==> config.mk <==
export PLATFORM = sky130hd
export DESIGN_NAME = sdrc_bist_gen
export DESIGN_NICKNAME = d
export VERILOG_FILES = /design/src/rtl/sdrc_bist_pkg.sv /design/src/rtl/sdrc_bist_lfsr.sv /design/src/rtl/sdrc_bist_gen.sv
export SDC_FILE = /design/constraint.sdc
export NUM_CORES = 1
export LEC_CHECK = 0
export ABC_CLOCK_PERIOD_IN_PS = 9100
export BUFFER_PORTS_ARGS = -buffer_cell sky130_fd_sc_hd__buf_4
export CORE_ASPECT_RATIO = 1.2
export CORE_MARGIN = 2
export CORE_UTILIZATION = 62
export DETAILED_ROUTE_END_ITERATION = 12
export PLACE_DENSITY = 0.92
export SKIP_CTS_REPAIR_TIMING = 1
export SYNTH_ARGS = -nofsm -noshare
export SYNTH_HDL_FRONTEND = slang
export SYNTH_SLANG_ARGS = --single-unit
==> constraint.sdc <==
create_clock -name clk -period 9.1 [get_ports clk]
set_input_delay 1.82 -clock clk [delete_from_list [all_inputs] [get_ports clk]]
set_output_delay 1.82 -clock clk [all_outputs]
set_load 0.005 [all_outputs]
==> src/rtl/sdrc_bist_pkg.sv <==
// Shared types and LFSR helper for the sdrc_core traffic generator/checker.
package sdrc_bist_pkg;

    typedef enum logic [2:0] {
        ST_IDLE,
        ST_WR_REQ,
        ST_WR_DATA,
        ST_RD_REQ,
        ST_RD_DATA,
        ST_NEXT,
        ST_DONE
    } state_e;

    // Right-shifting Galois form of x^32+x^22+x^2+x+1 (tap n lands on bit n-1).
    localparam logic [31:0] LFSR_POLY = 32'h8020_0003;

    function automatic logic [31:0] lfsr_next(input logic [31:0] v);
        lfsr_next = {1'b0, v[31:1]} ^ (v[0] ? LFSR_POLY : 32'h0);
    endfunction

endpackage

==> src/rtl/sdrc_bist_lfsr.sv <==
// 32-bit Galois LFSR with synchronous reload; load+step reloads and advances once.
module sdrc_bist_lfsr
    import sdrc_bist_pkg::*;
#(
    parameter logic [31:0] SEED = 32'h1234_5678
) (
    input  logic        clk,
    input  logic        reset,
    input  logic        load,
    input  logic        step,
    input  logic [31:0] seed,
    output logic [31:0] value
);

    logic [31:0] value_q;

    // NOTE: state flops use non-blocking assignments so every register samples pre-edge values.
    always_ff @(posedge clk or posedge reset) begin
        if (reset) begin
            value_q <= SEED;
        end else if (load) begin
            value_q <= step ? lfsr_next(seed) : seed;
        end else if (step) begin
            value_q <= lfsr_next(value_q);
        end
    end

    assign value = value_q;

endmodule

==> src/rtl/sdrc_bist_gen.sv <==
// Write/read-back traffic generator and checker driving the sdrc_core application port.
module sdrc_bist_gen
    import sdrc_bist_pkg::*;
#(
    parameter int          DW         = 32,
    parameter int          NUM_BURSTS = 20,
    parameter logic [29:0] ADDR_MASK  = 30'h000F_FFFF,
    parameter logic [5:0]  LEN_MASK   = 6'h3F,
    parameter logic [31:0] SEED       = 32'h1234_5678,
    parameter int          TIMEOUT    = 4096
) (
    input  logic            clk,
    input  logic            reset,
    input  logic            start,
    input  logic            sdr_init_done,
    output logic            app_req,
    output logic [29:0]     app_req_addr,
    output logic [8:0]      app_req_len,
    output logic            app_req_wr_n,
    input  logic            app_req_ack,
    output logic [DW-1:0]   app_wr_data,
    output logic [DW/8-1:0] app_wr_en_n,
    input  logic            app_wr_next_req,
    input  logic            app_rd_valid,
    input  logic [DW-1:0]   app_rd_data,
    input  logic            app_last_rd,
    output logic            busy,
    output logic            done,
    output logic            pass,
    output logic [15:0]     err_cnt,
    output logic            timeout_err
);

    localparam int             WDW     = $clog2(TIMEOUT + 1);
    localparam logic [WDW-1:0] WD_LAST = WDW'(TIMEOUT - 1);
    localparam logic [15:0]    NB      = 16'(NUM_BURSTS);

    state_e            state_q;
    logic [29:0]       addr_q;
    logic [8:0]        len_q, beat_cnt_q, wr_cnt_d;
    logic [31:0]       burst_seed_q;
    logic [15:0]       burst_idx_q, err_cnt_q, err_cnt_d;
    logic [WDW-1:0]    wdog_q, wdog_d;
    logic              app_req_q, wr_n_q, busy_q, done_q, tmo_q;
    logic [DW/8-1:0]   wr_en_n_q;

    logic [31:0] plfsr_val, dlfsr_val, gen_src, d_seed;
    logic [29:0] gen_addr;
    logic [8:0]  gen_len;
    logic        is_start, wr_state, run_state, wr_beat, rd_beat, beat_last;
    logic        spur_rd, spur_wr, rd_mismatch, last_err, any_evt, wd_fire;
    logic        enter_rd, last_burst, p_step, d_load, d_step;
    logic [2:0]  err_inc;
    logic [16:0] err_sum;

    assign is_start  = start && sdr_init_done && (state_q == ST_IDLE || state_q == ST_DONE);
    assign wr_state  = (state_q == ST_WR_REQ) || (state_q == ST_WR_DATA);
    assign run_state = (state_q != ST_IDLE) && (state_q != ST_DONE);

    // A new run takes its first burst straight from SEED, as the LFSR is reloaded that same edge.
    assign gen_src  = is_start ? SEED : plfsr_val;
    assign gen_addr = gen_src[29:0] & ADDR_MASK;
    assign gen_len  = {3'b000, gen_src[31:26] & LEN_MASK} + 9'd1;

    assign wr_beat     = app_wr_next_req && wr_state;
    assign rd_beat     = app_rd_valid && (state_q == ST_RD_DATA);
    assign wr_cnt_d    = beat_cnt_q + {8'd0, wr_beat};
    assign beat_last   = (beat_cnt_q + 9'd1) == len_q;
    assign enter_rd    = (state_q == ST_WR_DATA) && (wr_cnt_d == len_q);
    assign last_burst  = (burst_idx_q + 16'd1) == NB;

    assign spur_rd     = app_rd_valid && (state_q != ST_RD_DATA);
    assign spur_wr     = app_wr_next_req && !wr_state;
    assign rd_mismatch = rd_beat && (app_rd_data != DW'(dlfsr_val));
    assign last_err    = rd_beat && (app_last_rd != beat_last);
    assign err_inc     = 3'(spur_rd) + 3'(spur_wr) + 3'(rd_mismatch) + 3'(last_err);
    assign err_sum     = {1'b0, err_cnt_q} + 17'(err_inc);
    assign err_cnt_d   = err_sum[16] ? 16'hFFFF : err_sum[15:0];

    assign any_evt = app_req_ack || app_wr_next_req || app_rd_valid;
    assign wd_fire = run_state && !any_evt && (wdog_q == WD_LAST);
    assign wdog_d  = (!run_state || any_evt) ? '0 : wdog_q + 1'b1;

    assign p_step = is_start || (state_q == ST_NEXT && !last_burst);
    assign d_load = is_start || enter_rd;
    assign d_seed = is_start ? SEED : burst_seed_q;
    // Reload wins over the last write beat so the read pass starts from the burst seed.
    assign d_step = (wr_beat || rd_beat) && !d_load;

    sdrc_bist_lfsr #(.SEED(SEED)) u_plfsr (
        .clk   (clk),
        .reset (reset),
        .load  (is_start),
        .step  (p_step),
        .seed  (SEED),
        .value (plfsr_val)
    );

    sdrc_bist_lfsr #(.SEED(SEED)) u_dlfsr (
        .clk   (clk),
        .reset (reset),
        .load  (d_load),
        .step  (d_step),
        .seed  (d_seed),
        .value (dlfsr_val)
    );

    always_ff @(posedge clk or posedge reset) begin
        if (reset) begin
            state_q      <= ST_IDLE;
            addr_q       <= '0;
            len_q        <= '0;
            beat_cnt_q   <= '0;
            burst_seed_q <= '0;
            burst_idx_q  <= '0;
            err_cnt_q    <= '0;
            wdog_q       <= '0;
            app_req_q    <= 1'b0;
            wr_n_q       <= 1'b1;
            wr_en_n_q    <= '1;
            busy_q       <= 1'b0;
            done_q       <= 1'b0;
            tmo_q        <= 1'b0;
        end else begin
            err_cnt_q <= err_cnt_d;
            wdog_q    <= wdog_d;
            case (state_q)
                ST_IDLE, ST_DONE: begin
                    if (is_start) begin
                        state_q      <= ST_WR_REQ;
                        err_cnt_q    <= '0;
                        done_q       <= 1'b0;
                        tmo_q        <= 1'b0;
                        busy_q       <= 1'b1;
                        burst_idx_q  <= '0;
                        addr_q       <= gen_addr;
                        len_q        <= gen_len;
                        burst_seed_q <= SEED;
                        beat_cnt_q   <= '0;
                        app_req_q    <= 1'b1;
                        wr_n_q       <= 1'b0;
                        wr_en_n_q    <= '0;
                    end
                end
                ST_WR_REQ: begin
                    beat_cnt_q <= wr_cnt_d;
                    if (app_req_ack) begin
                        app_req_q <= 1'b0;
                        state_q   <= ST_WR_DATA;
                    end
                end
                ST_WR_DATA: begin
                    if (enter_rd) begin
                        state_q    <= ST_RD_REQ;
                        wr_en_n_q  <= '1;
                        app_req_q  <= 1'b1;
                        wr_n_q     <= 1'b1;
                        beat_cnt_q <= '0;
                    end else begin
                        beat_cnt_q <= wr_cnt_d;
                    end
                end
                ST_RD_REQ: begin
                    if (app_req_ack) begin
                        app_req_q <= 1'b0;
                        state_q   <= ST_RD_DATA;
                    end
                end
                ST_RD_DATA: begin
                    if (rd_beat) begin
                        beat_cnt_q <= beat_cnt_q + 9'd1;
                        if (beat_last) state_q <= ST_NEXT;
                    end
                end
                ST_NEXT: begin
                    burst_idx_q <= burst_idx_q + 16'd1;
                    if (last_burst) begin
                        state_q <= ST_DONE;
                        done_q  <= 1'b1;
                        busy_q  <= 1'b0;
                    end else begin
                        state_q      <= ST_WR_REQ;
                        addr_q       <= gen_addr;
                        len_q        <= gen_len;
                        burst_seed_q <= dlfsr_val;
                        beat_cnt_q   <= '0;
                        app_req_q    <= 1'b1;
                        wr_n_q       <= 1'b0;
                        wr_en_n_q    <= '0;
                    end
                end
                default: state_q <= ST_IDLE;
            endcase
            if (wd_fire) begin
                state_q   <= ST_DONE;
                app_req_q <= 1'b0;
                wr_n_q    <= 1'b1;
                wr_en_n_q <= '1;
                tmo_q     <= 1'b1;
                done_q    <= 1'b1;
                busy_q    <= 1'b0;
            end
        end
    end

    assign app_req      = app_req_q;
    assign app_req_addr = addr_q;
    assign app_req_len  = len_q;
    assign app_req_wr_n = wr_n_q;
    assign app_wr_en_n  = wr_en_n_q;
    assign app_wr_data  = wr_en_n_q[0] ? '0 : DW'(dlfsr_val);
    assign busy         = busy_q;
    assign done         = done_q;
    assign err_cnt      = err_cnt_q;
    assign timeout_err  = tmo_q;
    assign pass         = done_q && (err_cnt_q == 16'd0) && !tmo_q;

endmodule
==> results of run 1 <==
state kept, by name (all words and copies together), names as in the netlist, 7 cells and up:
register / flops
burst_idx_q: 16
app_req_len: 7
beat_cnt_q: 9
u_plfsr.value: 32
wdog_q: 13
u_dlfsr.value: 32
burst_seed_q: 32
app_req_addr: 20
err_cnt: 16
layer usage:
metal | share of wire | wire (um) | track usage | up-vias
li1 | - | - | - | 4023
met5 | 0 | 0 | 0 | -
met2 | 0.51 | 13900 | 0.527 | 494
met3 | 0.073 | 1970 | 0.0546 | 100
met4 | 0.035 | 957 | 0.143 | 0
met1 | 0.38 | 10200 | 0.391 | 4459
cells by family (layout without fill, tap and decap cells):
| group | after synthesis | in the layout |
|---|---|---|
| flip-flops | 185 | 185 |
| multiplexers | 37 | 37 |
| AO/OA/AOI/OAI | 243 | 243 |
| buffers and inverters | 104 | 177 |
| XOR/XNOR | 88 | 88 |
| adder cells (fa/ha/maj) | 11 | 11 |
| AND/OR/NAND/NOR | 444 | 444 |
| other | 1 | 12 |
worst max-delay path: cells and delay by family:
kind / cells / cell delay, ps
xor gates and xnor gates: 1 / 130
and+or+nand+nor: 6 / 1690
buffers and inverters: 2 / 200
adders and majority gates: 3 / 1180
AOI/OAI and AO/OA: 2 / 580
where the power goes:
| part | switching (mW) | internal, mW |
|---|---|---|
| sequential | 0.369 | 1.13 |
| clock | 0.338 | 0.390 |
| combinational | 0.673 | 0.655 |
metrics by stage:
stage / instance area (um^2) / util / std cells
finish: 11700 / 0.720 / 1409
floorplan: 10300 / - / 1124
CTS: 11700 / 0.720 / 1409
global route: 11700 / 0.720 / 1409
detailed placement: 11200 / 0.685 / 1377
global placement: 11200 / 0.685 / 1377
layout by cell type, fill, tap and decap left out, types with 33 or more instances in the layout:
cell type / instances
a21oi_1: 38
buf_4: 131
dfrtp_1: 158
mux2i_1: 33
nand2_1: 168
nand3_1: 57
nor2_1: 70
nor2b_1: 38
o21ai_0: 72
xor2_1: 58
final timing paths:
| check | start | endpoint | slack, ps | cells after the start |
|---|---|---|---|---|
| max | app_rd_data[8] | err_cnt[7] | 3840 | 14 |
| min | u_plfsr.value[23] | u_plfsr.value[22] | 480 | 2 |
| max reg2reg | state_q[0] | beat_cnt_q[7] | 4050 | 11 |
| min reg2reg | u_plfsr.value[23] | u_plfsr.value[22] | 480 | 2 |
| max in group asynchronous | reset | u_dlfsr.value[22] | 5940 | 3 |
| min in group asynchronous | reset | app_req_addr[11] | 1540 | 2 |
area by class of cell:
class	count	area, um^2
inverters	14	57.6
flip-flops and latches	185	4660
clock buffers	21	450
fillers	1075	4560
clock inverters	11	111
well taps	212	265
repair buffers	131	983
multi-input cells	835	5180
==> impl_metrics.tcl, run 1 <==
set metrics [dict create \
    status "completed" \
    cp_max_fo 13 \
    ys.flop_type "dfrtp_1" \
    synth_top_family_by_area "simple AND/OR/NAND/NOR gates" \
    skew_ps 9.60 \
    yosysTopAreaCellShare 0.384 \
    criticalPathCategory "input pin to flop" \
    leakagePower_nw 5.36 \
    drc 0 \
    drtIter0Drc 1072 \
    rsz0062_at_grt "no" \
    synth_area_leader_cell "dfrtp_1" \
    path_cells "buf_4 -> xor2_1 -> nor4_1 -> nand4_1 -> o211ai_1 -> fa_1 -> fa_1 -> inv_1 -> fa_1 -> and3_1 -> and3_1 -> nand3_1 -> or3_1 -> a21oi_1" \
    syn_to_final_growth_pct 13.7 \
    place_hpwl_um 16600 \
    htreeDepth 4 \
    portBuffers 124 \
    start_util 0.633 \
    yosys_warnings 0 \
    tightestPinTransition_ps 1110 \
    netlist_top_cells_area "dfrtp_1 38%, dfstp_2 6.9%, nand2_1 6.1%" \
    synth-edff-count 0 \
    cts_tree "done" \
    grt_max_degree 104 \
    synth-simple-area-share 0.209 \
    globalplace.congestion 0.936 \
    die_h_um 145 \
    rows 51 \
    power_per_cell_area_mw_per_mm2 304 \
    synth.area.mux_share 0.0368 \
    worst_hold_slack_ps 477 \
    synth_compound_area_frac 0.159 \
    yosysMostFrequentCell "nand2_1" \
    root_buffer "clkbuf_16" \
    wl_per_cell_um 19.2 \
    grt_overflow 0 \
    grt_usage 0.313 \
    clk_latency_ps 440 \
    ioPinCount 137 \
    postSynthAreaPerCell_um2 9.26 \
    cpMostUsedCell "fa_1" \
    crit_path_end_kind "flop" \
    setup-tns-final_ps 0 \
    drive_gt1_frac 0.180 \
    grt_pass1_wl_um 44100 \
    via_per_inst 6.44 \
    final-setup-viol-count 0 \
    dieArea_mm2 0.0177 \
    clock_sinks 185 \
    first_global_vias 8863 \
    cp.required_ps 9450 \
    synth-xor-area-share 0.0761 \
    slew_headroom 0.260 \
    antenna_found_initial 0 \
    fin_nets 1235 \
    wl_um 27000 \
    min_period_over_period 0.578 \
    synth_area_mm2 0.0103 \
    clkTransAtPathRegs_ps 70 \
    die_w_um 122 \
    arrival_ps 5610 \
    antenna_cells 0 \
    synthDistinctLibCells 81 \
    worst_slack_ps 3840 \
    max_stage_delay_ps 610 \
    drv_slew 0 \
    crit_slowest_cell "or3_1" \
    fin_total_pwr_mw 3.56 \
    critPathLaunchType "input pin" \
    ant_nets 0 \
    place_ws_ps 3490 \
    async_reset_ff_frac 1.00 \
    cts_made_buffers 17 \
    hold_path_class "flop to flop" \
    fmax_mhz 190 \
    drt_pre_antenna_iters 5 \
    syn_inst 1113 \
    ys_top_cells_by_count "168 x nand2_1, 158 x dfrtp_1, 72 x o21ai_0" \
    seq_area_frac_synth 0.453 \
    vias 9076 \
    clockBufferDepth 2 \
    synth_fa_ha_area_frac 0.0155 \
    layout_min_cycle_time_ps 5260 \
    coreArea_mm2 0.0163 \
    final_hold_viol_count 0 \
    drv_cap 0 \
    vdd_drop_max_mv 0.221 \
    ys_ff_latch 185 \
]
(Power assumes the default switching activity.)
==> run 2, diff against run 1 <==
Settings changed: ABC_CLOCK_PERIOD_IN_PS 9100 to 5300, CORE_UTILIZATION 62 to 59, PLACE_DENSITY 0.92 to 0.88.
Clock period 9.1 ns to 5.3 ns, I/O delays scaled along.
==> impl_metrics.tcl, run 2 (synthesis results as in run 1) <==
set metrics [dict create \
    fin_nets 1241 \
    crit_path_end_kind "flop" \
    crit_start "beat_cnt_q[0]" \
    via_per_inst 6.21 \
    syn_to_final_growth_pct 14.4 \
    status "completed" \
    dieArea_mm2 0.0185 \
    power_per_cell_area_mw_per_mm2 517 \
    r2r_setup_slack_ps 480 \
    slew_headroom 0.290 \
    timing.rr.start "beat_cnt_q[0]" \
    vdd_drop_max_mv 0.322 \
    hold_path_class "flop to flop" \
    globalplace.congestion 0.881 \
    ioPinCount 137 \
    grt_pass1_wl_um 42700 \
    clkTransAtPathRegs_ps 70 \
    criticalPathCategory "flop to flop" \
    drv_cap 0 \
    grt_overflow 0 \
    drc 0 \
    skew_ps 9.44 \
    htreeDepth 4 \
    holdCritStartpoint "u_plfsr.value[21]" \
    grt_usage 0.282 \
    clk_latency_ps 440 \
    cp.required_ps 5650 \
    clock_sinks 185 \
    critPathLaunchType "flop" \
    min_period_over_period 0.909 \
    grt_max_degree 186 \
    ant_nets 0 \
    first_global_vias 8682 \
    final_hold_viol_count 0 \
    drv_slew 0 \
    root_buffer "clkbuf_16" \
    rsz0062_at_grt "no" \
    die_w_um 125 \
    drive_gt1_frac 0.186 \
    antenna_cells 0 \
    fill_cells 1198 \
    cts_tree "done" \
    final_cell_mix "168 x nand2_1, 158 x dfrtp_1, 136 x buf_4, 72 x o21ai_0, 70 x nor2_1" \
    die_h_um 149 \
    cts_made_buffers 17 \
    antenna_found_initial 0 \
    portBuffers 124 \
    layout_min_cycle_time_ps 4820 \
    tightestPinTransition_ps 1060 \
    wl_per_cell_um 18.4 \
    start_util 0.607 \
    ff2ff_path_depth 16 \
    multi_input_area_mm2 0.00518 \
    fmax_mhz 207 \
    endpoint "err_cnt[6]" \
    clockBufferDepth 2 \
    leakagePower_nw 5.40 \
    final-setup-viol-count 0 \
    vias 8805 \
    fin_total_pwr_mw 6.10 \
    wl_um 26200 \
    final_common_cell "nand2_1" \
    drtIter0Drc 791 \
    place_hpwl_um 16500 \
    rows 52 \
    timing.rr.end "err_cnt[6]" \
    setup-tns-final_ps 0 \
    cp_max_fo 13 \
    coreArea_mm2 0.0170 \
    drt_pre_antenna_iters 6 \
    arrival_ps 5170 \
    ff_latch_area_mm2 0.00466 \
]
==> run 2: metrics by stage <==
stage,cells,utilization,cell area [um^2],hold WS (ps),setup slack (ps)
after floorplan,1124,-,10300,435,1040
after global placement,1387,0.660,11200,452,549
after detailed placement,1387,0.660,11200,463,320
after CTS,1419,0.694,11800,491,538
after global routing,1419,0.694,11800,504,245
final,1419,0.694,11800,489,480
==> run 2: layout make-up <==
type	instances	share of cell area
clock buffers	20	0.0387
clock inverters	12	0.00987
inverters	14	0.00478
multi-input cells	835	0.440
flip-flops and latches	185	0.396
well taps	216	0.0229
repair buffers	137	0.0883
==> run 2: routing by layer <==
layer  vias up  part of all wire  GRT usage
met5         -                 0          0
met4         0             0.037      0.146
met1      4296              0.40      0.355
li1       4042                 -          -
met2       384              0.50      0.466
met3        83             0.067     0.0570
==> run 2: worst max-delay path, cell delays in order (launching register included) <==
cell	delay, ps
dfrtp_1	470
ha_1	370
and3_1	270
o22ai_1	100
or4_1	500
nor3_1	210
nand2_1	100
xor2_1	190
or3_1	360
fa_1	470
inv_1	90
fa_1	200
and3_1	200
and3_1	240
nand3_1	110
or3_1	610
a21oi_1	250
==> run 2: power breakdown <==
group	switching, mW	total, mW	internal, mW
registers	0.609	2.55	1.94
clock network	0.573	1.25	0.679
logic	1.15	2.29	1.14
==> run 2: how the worst min path moves through the flow <==
stage | to | slack (ps) | cells past startpoint
6_report | u_plfsr.value[20] | 490 | 2
5_1_grt | u_plfsr.value[20] | 500 | 2
2_1_floorplan | u_plfsr.value[20] | 430 | 2
3_3_place_gp | u_plfsr.value[22] | 450 | 2
3_5_place_dp | u_plfsr.value[20] | 460 | 2
4_1_cts | wdog_q[0] | 490 | 1
==> run 3, diff against run 2 <==
Settings changed: ABC_CLOCK_PERIOD_IN_PS 5300 to 5910, CORE_UTILIZATION 59 to 62, CTS_BUF_LIST set to sky130_fd_sc_hd__clkbuf_4 sky130_fd_sc_hd__clkbuf_8, PLACE_DENSITY 0.88 to 0.92.
Clock period 5.3 ns to 5.91 ns, I/O delays scaled along.
==> impl_metrics.tcl, run 3 (synthesis results as in run 1) <==
set metrics [dict create \
    layout_min_cycle_time_ps 4920 \
    rows 51 \
    min_period_over_period 0.832 \
    grt_overflow 0 \
    cts_tree "done" \
    portBuffers 124 \
    leakagePower_nw 5.32 \
    drt_pre_antenna_iters 6 \
    coreArea_mm2 0.0163 \
    hold_path_class "flop to flop" \
    place_ws_ps 908 \
    power_per_cell_area_mw_per_mm2 452 \
    rsz0062_at_grt "no" \
    path_cells "nand3_1 -> xor2_1 -> or4_1 -> nor3_1 -> nand2_1 -> xor2_1 -> or3_1 -> fa_1 -> inv_1 -> fa_1 -> and3_1 -> and3_1 -> nand3_1 -> or3_1 -> a21oi_1" \
    root_buffer "clkbuf_8" \
    via_per_inst 6.17 \
    cp_max_fo 15 \
    final_cell_mix "168 x nand2_1, 158 x dfrtp_1, 134 x buf_4, 72 x o21ai_0, 70 x nor2_1" \
    first_global_vias 8638 \
    slew_headroom 0.288 \
    critPathLaunchType "flop" \
    max_stage_delay_ps 660 \
    grt_pass1_wl_um 42600 \
    antenna_cells 0 \
    skew_ps 16.0 \
    clock_sinks 185 \
    drc 0 \
    die_h_um 145 \
    crit_path_end_kind "flop" \
    drive_gt1_frac 0.186 \
    worst_hold_slack_ps 476 \
    drtIter0Drc 942 \
    place_hpwl_um 16900 \
    cts_made_buffers 17 \
    grt_max_degree 186 \
    crit_slowest_cell "dfrtp_1" \
    start_util 0.633 \
    worst_slack_ps 991 \
    criticalPathCategory "flop to flop" \
    tightestPinTransition_ps 1050 \
    fill_cells 1103 \
    drv_slew 0 \
    dieArea_mm2 0.0177 \
    arrival_ps 5300 \
    antenna_found_initial 0 \
    setup-tns-final_ps 0 \
    vias 8723 \
    syn_to_final_growth_pct 12.7 \
    globalplace.congestion 0.919 \
    fmax_mhz 203 \
    grt_usage 0.299 \
    htreeDepth 4 \
    clk_latency_ps 480 \
    wl_per_cell_um 18.3 \
    status "completed" \
    cp.required_ps 6290 \
    ioPinCount 137 \
    drv_cap 0 \
    die_w_um 122 \
    final_common_cell "nand2_1" \
    vdd_drop_max_mv 0.292 \
    ant_nets 0 \
    final-setup-viol-count 0 \
    final_hold_viol_count 0 \
    wl_um 25800 \
    clockBufferDepth 2 \
    clkTransAtPathRegs_ps 90 \
    fin_nets 1239 \
]
## run 3: path summary, 6_finish.rpt
check	from	cells past startpoint	to	slack [ps]
hold reg to reg	u_plfsr.value[21]	2	u_plfsr.value[20]	480
max in group asynchronous	reset	3	wdog_q[2]	4190
setup / recovery	beat_cnt_q[2]	15	err_cnt[2]	990
min in group asynchronous	reset	3	beat_cnt_q[6]	920
hold / removal	u_plfsr.value[21]	2	u_plfsr.value[20]	480
setup reg to reg	beat_cnt_q[2]	15	err_cnt[2]	990
## run 3: metal layers
metal	GRT usage	routed length [um]	vias to the layer above
met2	0.493	13200	350
li1	-	-	4034
met1	0.394	10200	4281
met3	0.0472	1650	58
met4	0.120	727	0
met5	0	0	-
## run 3: through the flow
step | area (um^2) | utilization | power (mW) | std cells
6_report | 11600 | 0.713 | 5.24 | 1413
5_1_grt | 11600 | 0.713 | 5.57 | 1413
4_1_cts | 11600 | 0.713 | 5.23 | 1413
3_5_place_dp | 11200 | 0.688 | 4.31 | 1381
3_3_place_gp | 11200 | 0.688 | 4.19 | 1381
2_1_floorplan | 10300 | - | 3.52 | 1124
## run 3: area by class of cell
type                       count  area [um^2]  share of cell area
tap                          212          265              0.0228
multi-input combinational    835         5180               0.446
timing repair buffer         135         1030              0.0884
inverter                      14         56.3             0.00485
sequential                   185         4660               0.402
clock inverter                13          155              0.0134
clock buffer                  19          262              0.0225
## run 3: critical path, delay by kind of cell (launching register included)
kind / cells / cell delay [ps]
AO/OA/AOI/OAI: 1 / 250
XOR/XNOR: 2 / 440
adder cells (fa/ha/maj): 2 / 670
buffers and inverters: 1 / 90
flip-flops: 1 / 660
AND/OR/NAND/NOR: 9 / 2700
## run 3: report_power, final
| part | internal, mW | total, mW | switching, mW |
|---|---|---|---|
| clock | 0.412 | 0.899 | 0.488 |
| combinational | 1.02 | 2.06 | 1.04 |
| sequential | 1.74 | 2.28 | 0.543 |
| total | 3.18 | 5.24 | 2.07 |
